File: src/rtl/keypad_scanner.sv
`timescale 1ns/1ps
// keypad_scanner: scans a 4x4 active-low matrix keypad one column at a time,
// debounces per whole scan frame and shifts accepted keys into a 4-digit register.
module keypad_scanner #(
    parameter int SCAN_DIV = 100000,
    parameter int DEBOUNCE = 4
) (
    input  logic       clk,
    input  logic       clr,
    input  logic [3:0] row,
    output logic [3:0] col,
    output logic [3:0] key,
    output logic       key_valid,
    output logic [3:0] dig1,
    output logic [3:0] dig2,
    output logic [3:0] dig3,
    output logic [3:0] dig4
);
    localparam int            PW      = (SCAN_DIV > 1) ? $clog2(SCAN_DIV) : 1;
    localparam logic [PW-1:0] PRE_MAX = PW'(SCAN_DIV - 1);
    localparam logic [PW-1:0] PRE_ONE = PW'(1);
    localparam logic [3:0]    DEB     = 4'(DEBOUNCE);

    typedef enum logic [1:0] {
        ST_IDLE    = 2'd0,
        ST_CONFIRM = 2'd1,
        ST_HELD    = 2'd2,
        ST_RELEASE = 2'd3
    } state_t;

    function automatic logic [3:0] key_map(input logic [1:0] c, input logic [1:0] r);
        logic [3:0] v;
        case ({c, r})
            4'h0:    v = 4'h1;
            4'h1:    v = 4'h4;
            4'h2:    v = 4'h7;
            4'h3:    v = 4'h0;
            4'h4:    v = 4'h2;
            4'h5:    v = 4'h5;
            4'h6:    v = 4'h8;
            4'h7:    v = 4'hF;
            4'h8:    v = 4'h3;
            4'h9:    v = 4'h6;
            4'hA:    v = 4'h9;
            4'hB:    v = 4'hE;
            4'hC:    v = 4'hA;
            4'hD:    v = 4'hB;
            4'hE:    v = 4'hC;
            4'hF:    v = 4'hD;
            default: v = 4'h0;
        endcase
        return v;
    endfunction

    logic [3:0]    r_row_meta;
    logic [3:0]    r_row_s;
    logic [PW-1:0] r_pre;
    logic [1:0]    r_c;
    logic [3:0]    r_col;
    logic          r_hit;
    logic [3:0]    r_code;
    state_t        r_state;
    state_t        w_state_nxt;
    logic [3:0]    r_cnt;
    logic [3:0]    w_cnt_nxt;
    logic [3:0]    r_cand;
    logic [3:0]    w_cand_nxt;
    logic          w_accept;
    logic [3:0]    r_key;
    logic          r_key_valid;
    logic [3:0]    r_dig1;
    logic [3:0]    r_dig2;
    logic [3:0]    r_dig3;
    logic [3:0]    r_dig4;

    logic          w_tick;
    logic          w_frame_done;
    logic          w_col_hit;
    logic [1:0]    w_row_idx;
    logic          w_acc_hit;
    logic [3:0]    w_acc_code;

    assign w_tick       = (r_pre == PRE_MAX);
    assign w_frame_done = w_tick && (r_c == 2'd3);

    // Two-flop synchronizer for the asynchronous row inputs; idle level is all ones.
    always_ff @(posedge clk) begin
        if (clr) begin
            r_row_meta <= 4'hF;
            r_row_s    <= 4'hF;
        end else begin
            r_row_meta <= row;
            r_row_s    <= r_row_meta;
        end
    end

    // Dwell prescaler and column pointer; col is registered so it moves the cycle after tick.
    always_ff @(posedge clk) begin
        if (clr) begin
            r_pre <= '0;
            r_c   <= 2'd0;
            r_col <= 4'b1110;
        end else if (w_tick) begin
            r_pre <= '0;
            r_c   <= r_c + 2'd1;
            r_col <= ~(4'b0001 << (r_c + 2'd1));
        end else begin
            r_pre <= r_pre + PRE_ONE;
            r_c   <= r_c;
            r_col <= r_col;
        end
    end

    // Lowest pressed row in the active column, merged with the frame result so far.
    // A hit from an earlier column is kept, which gives lowest-column priority.
    always_comb begin
        w_col_hit  = ~&r_row_s;
        w_row_idx  = 2'd3;
        w_acc_hit  = 1'b0;
        w_acc_code = 4'h0;
        if (!r_row_s[0]) begin
            w_row_idx = 2'd0;
        end else if (!r_row_s[1]) begin
            w_row_idx = 2'd1;
        end else if (!r_row_s[2]) begin
            w_row_idx = 2'd2;
        end else begin
            w_row_idx = 2'd3;
        end
        if ((r_c != 2'd0) && r_hit) begin
            w_acc_hit  = 1'b1;
            w_acc_code = r_code;
        end else if (w_col_hit) begin
            w_acc_hit  = 1'b1;
            w_acc_code = key_map(r_c, w_row_idx);
        end else begin
            w_acc_hit  = 1'b0;
            w_acc_code = 4'h0;
        end
    end

    // Frame accumulator, restarted by the column-0 sample.
    always_ff @(posedge clk) begin
        if (clr) begin
            r_hit  <= 1'b0;
            r_code <= 4'h0;
        end else if (w_tick) begin
            r_hit  <= w_acc_hit;
            r_code <= w_acc_code;
        end else begin
            r_hit  <= r_hit;
            r_code <= r_code;
        end
    end

    // Debounce next-state logic, evaluated only on the frame-completing tick.
    always_comb begin
        w_state_nxt = r_state;
        w_cnt_nxt   = r_cnt;
        w_cand_nxt  = r_cand;
        w_accept    = 1'b0;
        if (w_frame_done) begin
            case (r_state)
                ST_IDLE: begin
                    if (w_acc_hit) begin
                        w_cand_nxt = w_acc_code;
                        w_cnt_nxt  = 4'd1;
                        if (DEB == 4'd1) begin
                            w_accept    = 1'b1;
                            w_state_nxt = ST_HELD;
                        end else begin
                            w_state_nxt = ST_CONFIRM;
                        end
                    end else begin
                        w_state_nxt = ST_IDLE;
                    end
                end
                ST_CONFIRM: begin
                    if (w_acc_hit && (w_acc_code == r_cand)) begin
                        w_cnt_nxt = r_cnt + 4'd1;
                        if ((r_cnt + 4'd1) == DEB) begin
                            w_accept    = 1'b1;
                            w_state_nxt = ST_HELD;
                        end else begin
                            w_state_nxt = ST_CONFIRM;
                        end
                    end else begin
                        w_state_nxt = ST_IDLE;
                    end
                end
                ST_HELD: begin
                    if (w_acc_hit) begin
                        w_state_nxt = ST_HELD;
                    end else begin
                        w_cnt_nxt   = 4'd1;
                        w_state_nxt = (DEB == 4'd1) ? ST_IDLE : ST_RELEASE;
                    end
                end
                ST_RELEASE: begin
                    if (!w_acc_hit) begin
                        w_cnt_nxt   = r_cnt + 4'd1;
                        w_state_nxt = ((r_cnt + 4'd1) == DEB) ? ST_IDLE : ST_RELEASE;
                    end else begin
                        w_state_nxt = ST_HELD;
                    end
                end
                default: begin
                    w_state_nxt = ST_IDLE;
                end
            endcase
        end else begin
            w_state_nxt = r_state;
        end
    end

    // Debounce state register.
    always_ff @(posedge clk) begin
        if (clr) begin
            r_state <= ST_IDLE;
            r_cnt   <= 4'd0;
            r_cand  <= 4'h0;
        end else begin
            r_state <= w_state_nxt;
            r_cnt   <= w_cnt_nxt;
            r_cand  <= w_cand_nxt;
        end
    end

    // Accepted key output and entry register; newest digit enters on the right.
    always_ff @(posedge clk) begin
        if (clr) begin
            r_key       <= 4'h0;
            r_key_valid <= 1'b0;
            r_dig1      <= 4'h0;
            r_dig2      <= 4'h0;
            r_dig3      <= 4'h0;
            r_dig4      <= 4'h0;
        end else if (w_accept) begin
            r_key       <= w_cand_nxt;
            r_key_valid <= 1'b1;
            r_dig1      <= r_dig2;
            r_dig2      <= r_dig3;
            r_dig3      <= r_dig4;
            r_dig4      <= w_cand_nxt;
        end else begin
            r_key       <= r_key;
            r_key_valid <= 1'b0;
            r_dig1      <= r_dig1;
            r_dig2      <= r_dig2;
            r_dig3      <= r_dig3;
            r_dig4      <= r_dig4;
        end
    end

    assign col       = r_col;
    assign key       = r_key;
    assign key_valid = r_key_valid;
    assign dig1      = r_dig1;
    assign dig2      = r_dig2;
    assign dig3      = r_dig3;
    assign dig4      = r_dig4;

endmodule

File: config.mk
export PLATFORM = sky130hd
export DESIGN_NAME = keypad_scanner
export DESIGN_NICKNAME = d
export VERILOG_FILES = /design/src/rtl/keypad_scanner.sv
export SDC_FILE = /design/constraint.sdc
export NUM_CORES = 1
export LEC_CHECK = 0
export ABC_AREA = 1
export CELL_PAD_IN_SITES_DETAIL_PLACEMENT = 0
export CELL_PAD_IN_SITES_GLOBAL_PLACEMENT = 2
export CORE_MARGIN = 8
export CORE_UTILIZATION = 32
export CTS_CLUSTER_DIAMETER = 100
export DETAILED_ROUTE_END_ITERATION = 10
export GPL_TIMING_DRIVEN = 0
export PLACE_DENSITY_LB_ADDON = 0.1
export SETUP_SLACK_MARGIN = 0.15
export SKIP_LAST_GASP = 1
export SLEW_MARGIN = 20
export SYNTH_ARGS = -nofsm -noshare
export SYNTH_HDL_FRONTEND = slang
export SYNTH_SLANG_ARGS = --single-unit
File: constraint.sdc
create_clock -name clk -period 2.55 [get_ports clk]
set_input_delay 0.3825 -clock clk [delete_from_list [all_inputs] [get_ports clk]]
set_output_delay 0.3825 -clock clk [all_outputs]
set_load 0.02 [all_outputs]
==> impl_metrics.toml <==
[power_and_ir_drop]
p_leak_nw = 1.45
power.density_mw_per_mm2 = 535
ir_drop_mv = 0.355
power_mw = 1.97

[floorplanning]
io_pins = 31
die_width_um = 111
placementRows = 35
core_area_mm2 = 0.00902
die_h_um = 111
start_util_pct = 32.3
dieArea_mm2 = 0.0124

[synth]
synth_flop_cell = "dfxtp_1"
synth_top_area_cell = "dfxtp_1"
ys_types = 36
synth_nets = 410
seq_area_frac_synth_pct = 43.2
syn_area_per_cell_um2 = 7.39
ys_warn_count = 0
synthesis.instances = 395
ys_ff_latch = 63
synth.area.top_cells = "dfxtp_1, nand2_1, nor2_1, inv_1, nand3_1"
synth_async_sr_flop_share_pct = 0
syn_area_mm2 = 0.00292
yosysTopAreaCellShare_pct = 43.2
synth_enable_flop_cells = 0

[worst_hold_path]
worst_hold_path_type = "flop to flop"
hold_depth = 1

[timing]
fin_ws_ps = 320
worst_pin_slew_ps = 625
report.final.slew_viol_count = 0
fin_skew_ps = 10.6
timing.fmax_mhz = 448
fin_tns_setup_ps = 0
min_period_ps = 2230
rsz0062_at_grt = "false"
relSlewSlack_pct = 58.4
hold_viol = 0
setup_viol = 0
min_period_over_period_pct = 87.5

[worst_setup_path]
critPathBufInv = 2
reg2reg_depth = 15
cp.depth = 15
path_class = "flop to flop"
crit_top_cell = "nand2_2"
cp_slowest_cell = "dfxtp_2"
crit_chain = "nand2_2 > nand2_2 > ha_1 > or2_1 > nand3_1 > nand3_2 > nand2_2 > nand2_1 > nand2_2 > nand3_4 > nor2_4 > inv_2 > buf_2 > nor2_1 > nor2_1"
critPathMaxStageDelay_ps = 350
startpoint_type = "flop"
crit_path_max_fanout = 10
crit_path_end_kind = "flop"
cp.arrival_ps = 2470
path_delay_family = "simple AND/OR/NAND/NOR gates"
required_ps = 2790

[routing]
drcViolationCount = 0
drt-initial-drc-count = 79
routed_wirelength_um = 7040
post_drt_wl_per_cell_um = 12.6
ant_nets = 0
drt_first_pass_iters = 4
vias = 2585
via_per_inst = 4.62

[layout]
area_growth_pct = 26.3
layout-drive-gt1-share_pct = 16.7
stdcell_area_mm2 = 0.00369
multi_input_area_mm2 = 0.00148
stdcell_count = 560
final_common_cell = "nand2_1"
diodes = 0
register_area_mm2 = 0.00127
filler_cell_count = 950
fin_nets = 459
final_cell_mix = "nand2_1, nor2_1, dfxtp_1"

[clock_tree]
path_clk_slew_ps = 70
clk_latency_ps = 340
cts_root_buf = "clkbuf_8"
cts_buffer_depth = 2
htree_levels = 3
cts_tree = "done"
cts_buffers = 9
clkSinkCount = 63

[placed_design]
dpl.cell_count = 536
place_ws_ps = 79.9
io_buffer_count = 30
place_congestion = 0.746
post_dp_cell_area_mm2 = 0.00336
hpwlAfterDp_um = 5110

[global_route]
track_usage_pct = 11.7
grt_max_degree = 11
grt_pass1_vias = 2539
antenna_found_initial = 0
grt_pass1_wl_um = 12000
overflow = 0

[outcome]
status = "finished, final reports clean"

[run]
max_cap_viol_count = 0
==> cell usage after synthesis (3+ instances only) <==
| cell type | n |
|---|---|
| nand3_2 | 5 |
| ha_1 | 9 |
| buf_4 | 4 |
| nor3_1 | 13 |
| a21oi_1 | 21 |
| nand3_1 | 24 |
| or2_2 | 8 |
| inv_2 | 3 |
| nor2_1 | 65 |
| nor2_4 | 5 |
| o21ai_1 | 6 |
| o21ai_0 | 19 |
| dfxtp_1 | 63 |
| inv_1 | 36 |
| clkbuf_1 | 3 |
| nand4_1 | 6 |
| nor2_2 | 5 |
| nand2_1 | 74 |
==> state kept, by name, summed over array words and instances, names as in the netlist <==
name and flops:
r_state 2, dig3 4, r_pre 17, r_row_s 4
col 4, r_c 2, r_cand 4, r_cnt 4
dig1 4, dig4 4, r_code 4, key_valid 1
dig2 4, r_row_meta 4, r_hit 1
==> final timing paths <==
check / start / to / slack (ps)
worst max register to register: r_row_s[1] / dig2[2] / 320
worst min register to register: r_row_meta[2] / r_row_s[2] / 410
worst max-delay path: r_row_s[1] / dig2[2] / 320
worst min-delay path: r_row_meta[2] / r_row_s[2] / 410
==> cell families (layout without fill, tap and decap cells) <==
family          count (synthesis)  in the layout  synth area share (%)
compound gates                 53             53                  9.65
xor+xnor                        3              3                 0.901
fa+ha+maj                       9              9                  3.86
buf+inv                        52            106                  7.80
flops                          63             63                  43.2
simple gates                  215            215                  34.6
==> per-layer routing <==
metal	routed length (um)	GRT usage, %
met2	3480	20.1
met1	3250	13.4
met4	75	3.47
met3	236	4.25
met5	0	0
==> power breakdown <==
part	total (mW)	internal (mW)	leakage, nW	switching [mW]
Combinational	0.108	0.0410	0.842	0.0665
Sequential	0.998	0.992	0.510	0.00531
Clock	0.868	0.474	0.100	0.394
==> per-stage QoR <==
step | utilization [%] | hold slack (ps)
finish | 40.9 | 411
detailed placement | 37.2 | 398
global placement | 37.2 | 391
floorplan | - | 389
global route | 40.9 | 422
CTS | 39.3 | 416
==> layout make-up <==
type	count	area share, %
sequential	63	34.5
clock buffer	12	3.94
clock inverter	4	1.22
buffer	11	2.14
timing repair buffer	38	10.3
multi-input combinational	280	40.1
tap	111	3.77
inverter	41	4.18
==> timing repair <==
item,in CTS,in global routing
buffers inserted,0,7
pin swaps,0,7
endpoints found under the setup margin,15,29
gates cloned,0,1
hold buffers,0,0
resized for setup,1,21
Power figures use the tool's default switching activity.
==> edit 1: new RTL, same settings <==
The parameter `SCAN_DIV` goes from 100000 to 50000.
--- a/src/rtl/keypad_scanner.sv
+++ b/src/rtl/keypad_scanner.sv
@@ -4,3 +4,3 @@
 module keypad_scanner #(
-    parameter int SCAN_DIV = 100000,
+    parameter int SCAN_DIV = 50000,
     parameter int DEBOUNCE = 4
Check against the original RTL: no difference found for any inputs over 10 cycles, from zero or initial values; that may be too few to reach the edited logic, so the function may still have changed.
==> edit 1 against the original RTL <==
Power increased by 5.5%. Sequential cell count decreased by 1. Worst hold slack worse by 0.90 ps. Critical path depth is the same. Area after synthesis shrank 0.51%. Count of clock-buffer cells in the layout fell by 3. Sequential power decreased by 1%. Global-route usage fell by 0.57 points. Setup slack improved by 6.7 ps. Wire length shrank 7.4%. Cell area up 1.5%. Maximum frequency rose by 0.30%. Combinational power increased by 24%. Critical endpoint is now dig3[3]$_SDFFE_PP0P_. Largest cell class unchanged. Largest power group unchanged.
==> edit 1: results (changes against the original RTL) <==
[synth]
synth_area_leader_cell=dfxtp_1  ; unchanged
ys_types=33  ; was 36
synth_nets=417  ; was 410
async_flop_share=0  ; unchanged
post_synth_main_area_contributors=dfxtp_1 43%, nand2_1 13%, nor2_1 7.9%, inv_1 6.7%, nand3_1 4.0%  ; was dfxtp_1 43%, nand2_1 9.5%, nor2_1 8.4%, inv_1 4.6%, nand3_1 4.1%
synth_edf_count=0  ; unchanged
ys_warn_count=0  ; unchanged
yosysSeqAreaShare=0.428  ; was 0.432
synthTopCellsByCount=99 x nand2_1, 62 x dfxtp_1, 61 x nor2_1  ; was 74 x nand2_1, 65 x nor2_1, 63 x dfxtp_1
syn_avg_cell_area_um2=7.22  ; was 7.39 um2

[drt]
drtIter0Drc=87  ; was 79
first_pass_iters=5  ; was 4
vias_per_cell=4.40  ; was 4.62
wl_um=6520  ; was 7040 um
num_vias=2463  ; was 2585

[global_routing]
grt_pass1_wl_um=11400  ; was 12000 um
grt_pass1_vias=2360  ; was 2539
grt_max_degree=13  ; was 11
track_usage=0.112  ; was 0.117
overflow=0  ; unchanged

[power]
peakVddDrop_uv=199  ; was 355 uV
leakage_nw=1.63  ; was 1.45 nW

[clocking]
cts.repair.resized=3  ; was 1
postCtsSetupBuffers=0  ; unchanged
clockBufferDepth=2  ; unchanged
cts_sinks=62  ; was 63
root_buffer=clkbuf_8  ; unchanged
cts_buffers=9  ; unchanged

[finish]
antenna_cells=0  ; unchanged
nets=462  ; was 459
drive_above_1_share=0.168  ; was 0.167
multi_input_gates=273  ; was 280
nFillCells=939  ; was 950
clkCellAreaFrac=0.0596  ; was 0.0516
largest_reg_flops=16  ; was 17
multi_input_area_share=0.393  ; was 0.401
nNonClkInverters=56  ; was 41
buffers=45  ; was 49
regMostFlops=r_pre  ; unchanged
layout.area.seq_um2=1250  ; was 1270 um2
nonClkBufAreaFrac=0.118  ; was 0.124

[worst_setup_path]
cp-endpoint=dig3[3]$_SDFFE_PP0P_  ; was dig2[2]$_SDFFE_PP0P_
arrival_ps=2470  ; about the same
r2r-start=r_row_s[0]$_SDFF_PP1_  ; was r_row_s[1]$_SDFF_PP1_
r2r_slack_ps=330
critPathLaunchType=flop  ; unchanged
worstPathMaxFanout=5  ; was 10

[placement]
dp_hpwl_um=4820  ; was 5110 um
port_buffers=29  ; was 30
dpl.cell_count=539  ; was 536
place_congestion=0.735  ; was 0.746

[worst_hold_path]
min_path_cells=1  ; unchanged
holdCritStartpoint=r_row_meta[0]$_SDFF_PP1_  ; was r_row_meta[2]$_SDFF_PP1_
holdPathEnd=r_row_s[0]$_SDFF_PP1_  ; was r_row_s[2]$_SDFF_PP1_

[sta]
finalClockSkew_ps=8.68  ; was 10.6 ps
tightest_slew_ps=498  ; was 625 ps
hold_slack_ps=411  ; about the same

[run_status]
outcome=finished, final reports clean  ; unchanged

-- edit 1: cell count changes after synthesis, moves of 3 or more --
cell,unedited run,this run
nand2_1,74,99
nor3_1,13,8
o21ai_0,19,8
o21ai_1,6,0
nor2_1,65,61
nor2_4,5,2
inv_1,36,52
-- edit 1: through the flow --
| stage | setup WS (ps) | util | area, um2 |
|---|---|---|---|
| finish | 327 | 0.427 | 3740 |
| global route | 75.6 | 0.427 | 3740 |
| CTS | 158 | 0.406 | 3550 |
| detailed placement | 59.0 | 0.380 | 3330 |
| global placement | 68.2 | 0.380 | 3330 |
| floorplan | 494 | - | 2900 |
-- edit 1: report_power, final --
group | total [W] | switching (W) | internal, W
Combinational | 0.000134 | 0.0000861 | 0.0000482
Clock | 0.000960 | 0.000408 | 0.000553
Sequential | 0.000987 | 0.00000868 | 0.000978
Total | 0.00208 | 0.000502 | 0.00158
-- edit 1: worst max-delay path, stage by stage, from the launching register on --
cell and delay, ps:
dfxtp_2 390, nand2_4 80, inv_1 110, ha_4 210, or2_2 270, nand3_1 100
nand3_2 90, nand3_1 80, nand2_1 50, inv_1 80, nand3_4 110, inv_6 100
nand3_4 110, clkbuf_16 190, nor2_1 80, nor2_1 50
-- edit 1: kinds of logic after synthesis --
group,synth area share
AOI/OAI and AO/OA,0.0746
xor gates and xnor gates,0.0121
adders and majority gates,0.0388
DFF,0.428
buffers and inverters,0.0961
and+or+nand+nor,0.351
-- edit 1: per-layer routing --
| metal | GRT usage | up-vias | wire, um |
|---|---|---|---|
| met4 | 0.0640 | 0 | 151 |
| met2 | 0.174 | 19 | 2950 |
| met5 | 0 | - | 0 |
| met3 | 0.0276 | 10 | 141 |
| met1 | 0.137 | 1087 | 3280 |
| li1 | - | 1347 | - |
==> edit 2: new RTL, config.mk and constraints unchanged <==
Without the edit above. The 4 states of `state_t` get a Gray code encoding in 2 bits.
--- a/src/rtl/keypad_scanner.sv
+++ b/src/rtl/keypad_scanner.sv
@@ -24,6 +24,6 @@
     typedef enum logic [1:0] {
-        ST_IDLE    = 2'd0,
-        ST_CONFIRM = 2'd1,
-        ST_HELD    = 2'd2,
-        ST_RELEASE = 2'd3
+        ST_IDLE    = 2'b00,
+        ST_CONFIRM = 2'b01,
+        ST_HELD    = 2'b11,
+        ST_RELEASE = 2'b10
     } state_t;
Behaviour: no difference found for any inputs over 10 cycles, from zero or initial values; not proved beyond that.
==> edit 2 against the original RTL <==
Sequential cell count unchanged. Worst hold slack got worse by 1.9 ps. Count of clock-buffer cells in the layout down 1. Power is 5.4% higher. Wire length grew 1.6%. Setup slack barely moved. Cell area increased by 4.8%. Area after synthesis rose by 4.8%.
==> edit 2: results (changes against the original RTL) <==
[global_routing]
grt_use_met1=0.146  ; was 0.134
grtUsageMet3=0.0349  ; was 0.0425
grt_pass1_vias=2672  ; was 2539
track_usage=0.121  ; was 0.117
grt_pass1_wl_um=12600  ; was 12000 um
grt_max_degree=12  ; was 11
met2_usage=0.198  ; was 0.201

[drt]
wl_met2_um=3230  ; was 3480 um
vias_per_cell=4.41  ; was 4.62
dr_wl_met3_um=283  ; was 236 um
wl_met1_um=3520  ; was 3250 um
drtIter0Drc=71  ; was 79
wl_um=7150  ; was 7040 um

[synth]
ys_types=31  ; was 36
synth_xor_area_frac=0.0201  ; was 0.00901
synthTopCellsByCount=78 x nand2_1, 70 x nor2_1, 63 x dfxtp_1  ; was 74 x nand2_1, 65 x nor2_1, 63 x dfxtp_1
post_synth_main_area_contributors=dfxtp_1 41%, nand2_1 9.6%, nor2_1 8.6%, inv_1 5.9%, ha_1 5.7%  ; was dfxtp_1 43%, nand2_1 9.5%, nor2_1 8.4%, inv_1 4.6%, nand3_1 4.1%
synth_nets=435  ; was 410
synthFlopType=dfxtp_1  ; unchanged
synth_compound_area_frac=0.0581  ; was 0.0965
yosysSeqAreaShare=0.413  ; was 0.432
synthAdderAreaFrac=0.0573  ; was 0.0386
async_flop_share=0  ; unchanged

[finish]
layout.clock_buffers=11  ; was 12
nNonClkInverters=49  ; was 41
layout.area.seq_um2=1270  ; about the same
multi_input_gates=291  ; was 280
largest_reg_flops=17  ; unchanged
nFillCells=988  ; was 950
multi_input_area_um2=1570  ; was 1480 um2
drive_above_1_share=0.168  ; was 0.167
clkCellAreaFrac=0.0576  ; was 0.0516
nets=485  ; was 459
nonClkBufAreaFrac=0.116  ; was 0.124

[run_status]
outcome=finished, final reports clean  ; unchanged

[clocking]
cts_htree_levels=3  ; unchanged
postCtsSetupBuffers=3  ; was 0
cts.repair.resized=4  ; was 1

[placement]
placed_area_um2=3510  ; was 3360 um2
place_congestion=0.754  ; was 0.746
place_ws_ps=-32.4  ; was 79.9 ps
dp_hpwl_um=5220  ; was 5110 um
port_buffers=29  ; was 30

[power]
leakage_nw=1.52  ; was 1.45 nW
peakVddDrop_uv=254  ; was 355 uV
p_switching_w=0.000470  ; was 0.000466 W

[worst_setup_path]
r2r_cells=13  ; was 15
worstReg2RegEnd=dig1[2]$_SDFFE_PP0P_  ; was dig2[2]$_SDFFE_PP0P_
r2r_slack_ps=320  ; about the same
worstPathMaxFanout=6  ; was 10
r2r-start=r_c[1]$_SDFFE_PP0P_  ; was r_row_s[1]$_SDFF_PP1_
critPathSlowestCell=dfxtp_4  ; was dfxtp_2
crit_path_max_incr_delay_ps=390  ; was 350 ps

[sta]
slew-limit-headroom=0.575  ; was 0.584
finalClockSkew_ps=9.95  ; was 10.6 ps
setup_ws_ps=320  ; about the same

[worst_hold_path]
holdCritStartpoint=r_row_meta[1]$_SDFF_PP1_  ; was r_row_meta[2]$_SDFF_PP1_
holdPathEnd=r_row_s[1]$_SDFF_PP1_  ; was r_row_s[2]$_SDFF_PP1_

[edit 2: cell types whose count changed after synthesis, moves of 4 or more]
cell,change
o21ai_0,-4
nor2_1,+5
nand2_1,+4
inv_1,+12
a21oi_1,-9
ha_1,+5
nand3_1,+10
o21ai_1,-6
nand2_2,+6
[edit 2: stage by stage]
stage          power [W]  cells  TNS [ps]   util  hold WS, ps
2_1_floorplan    0.00109    415         0      -          389
3_3_place_gp     0.00112    573     -58.1  0.380          401
3_5_place_dp     0.00112    573      -226  0.380          394
4_1_cts          0.00212    592         0  0.407          413
5_1_grt          0.00217    599         0  0.418          417
6_report         0.00208    599         0  0.418          409
[edit 2: power by group through the flow]
stage	Clock, W	Combinational [W]	Sequential [W]
after global routing	0.00105	0.000124	0.000996
after CTS	0.00102	0.0000995	0.000998
after global placement	0	0.0000969	0.00102
final	0.000976	0.000108	0.000996
after floorplan	0	0.0000691	0.00102
after detailed placement	0	0.0000975	0.00102
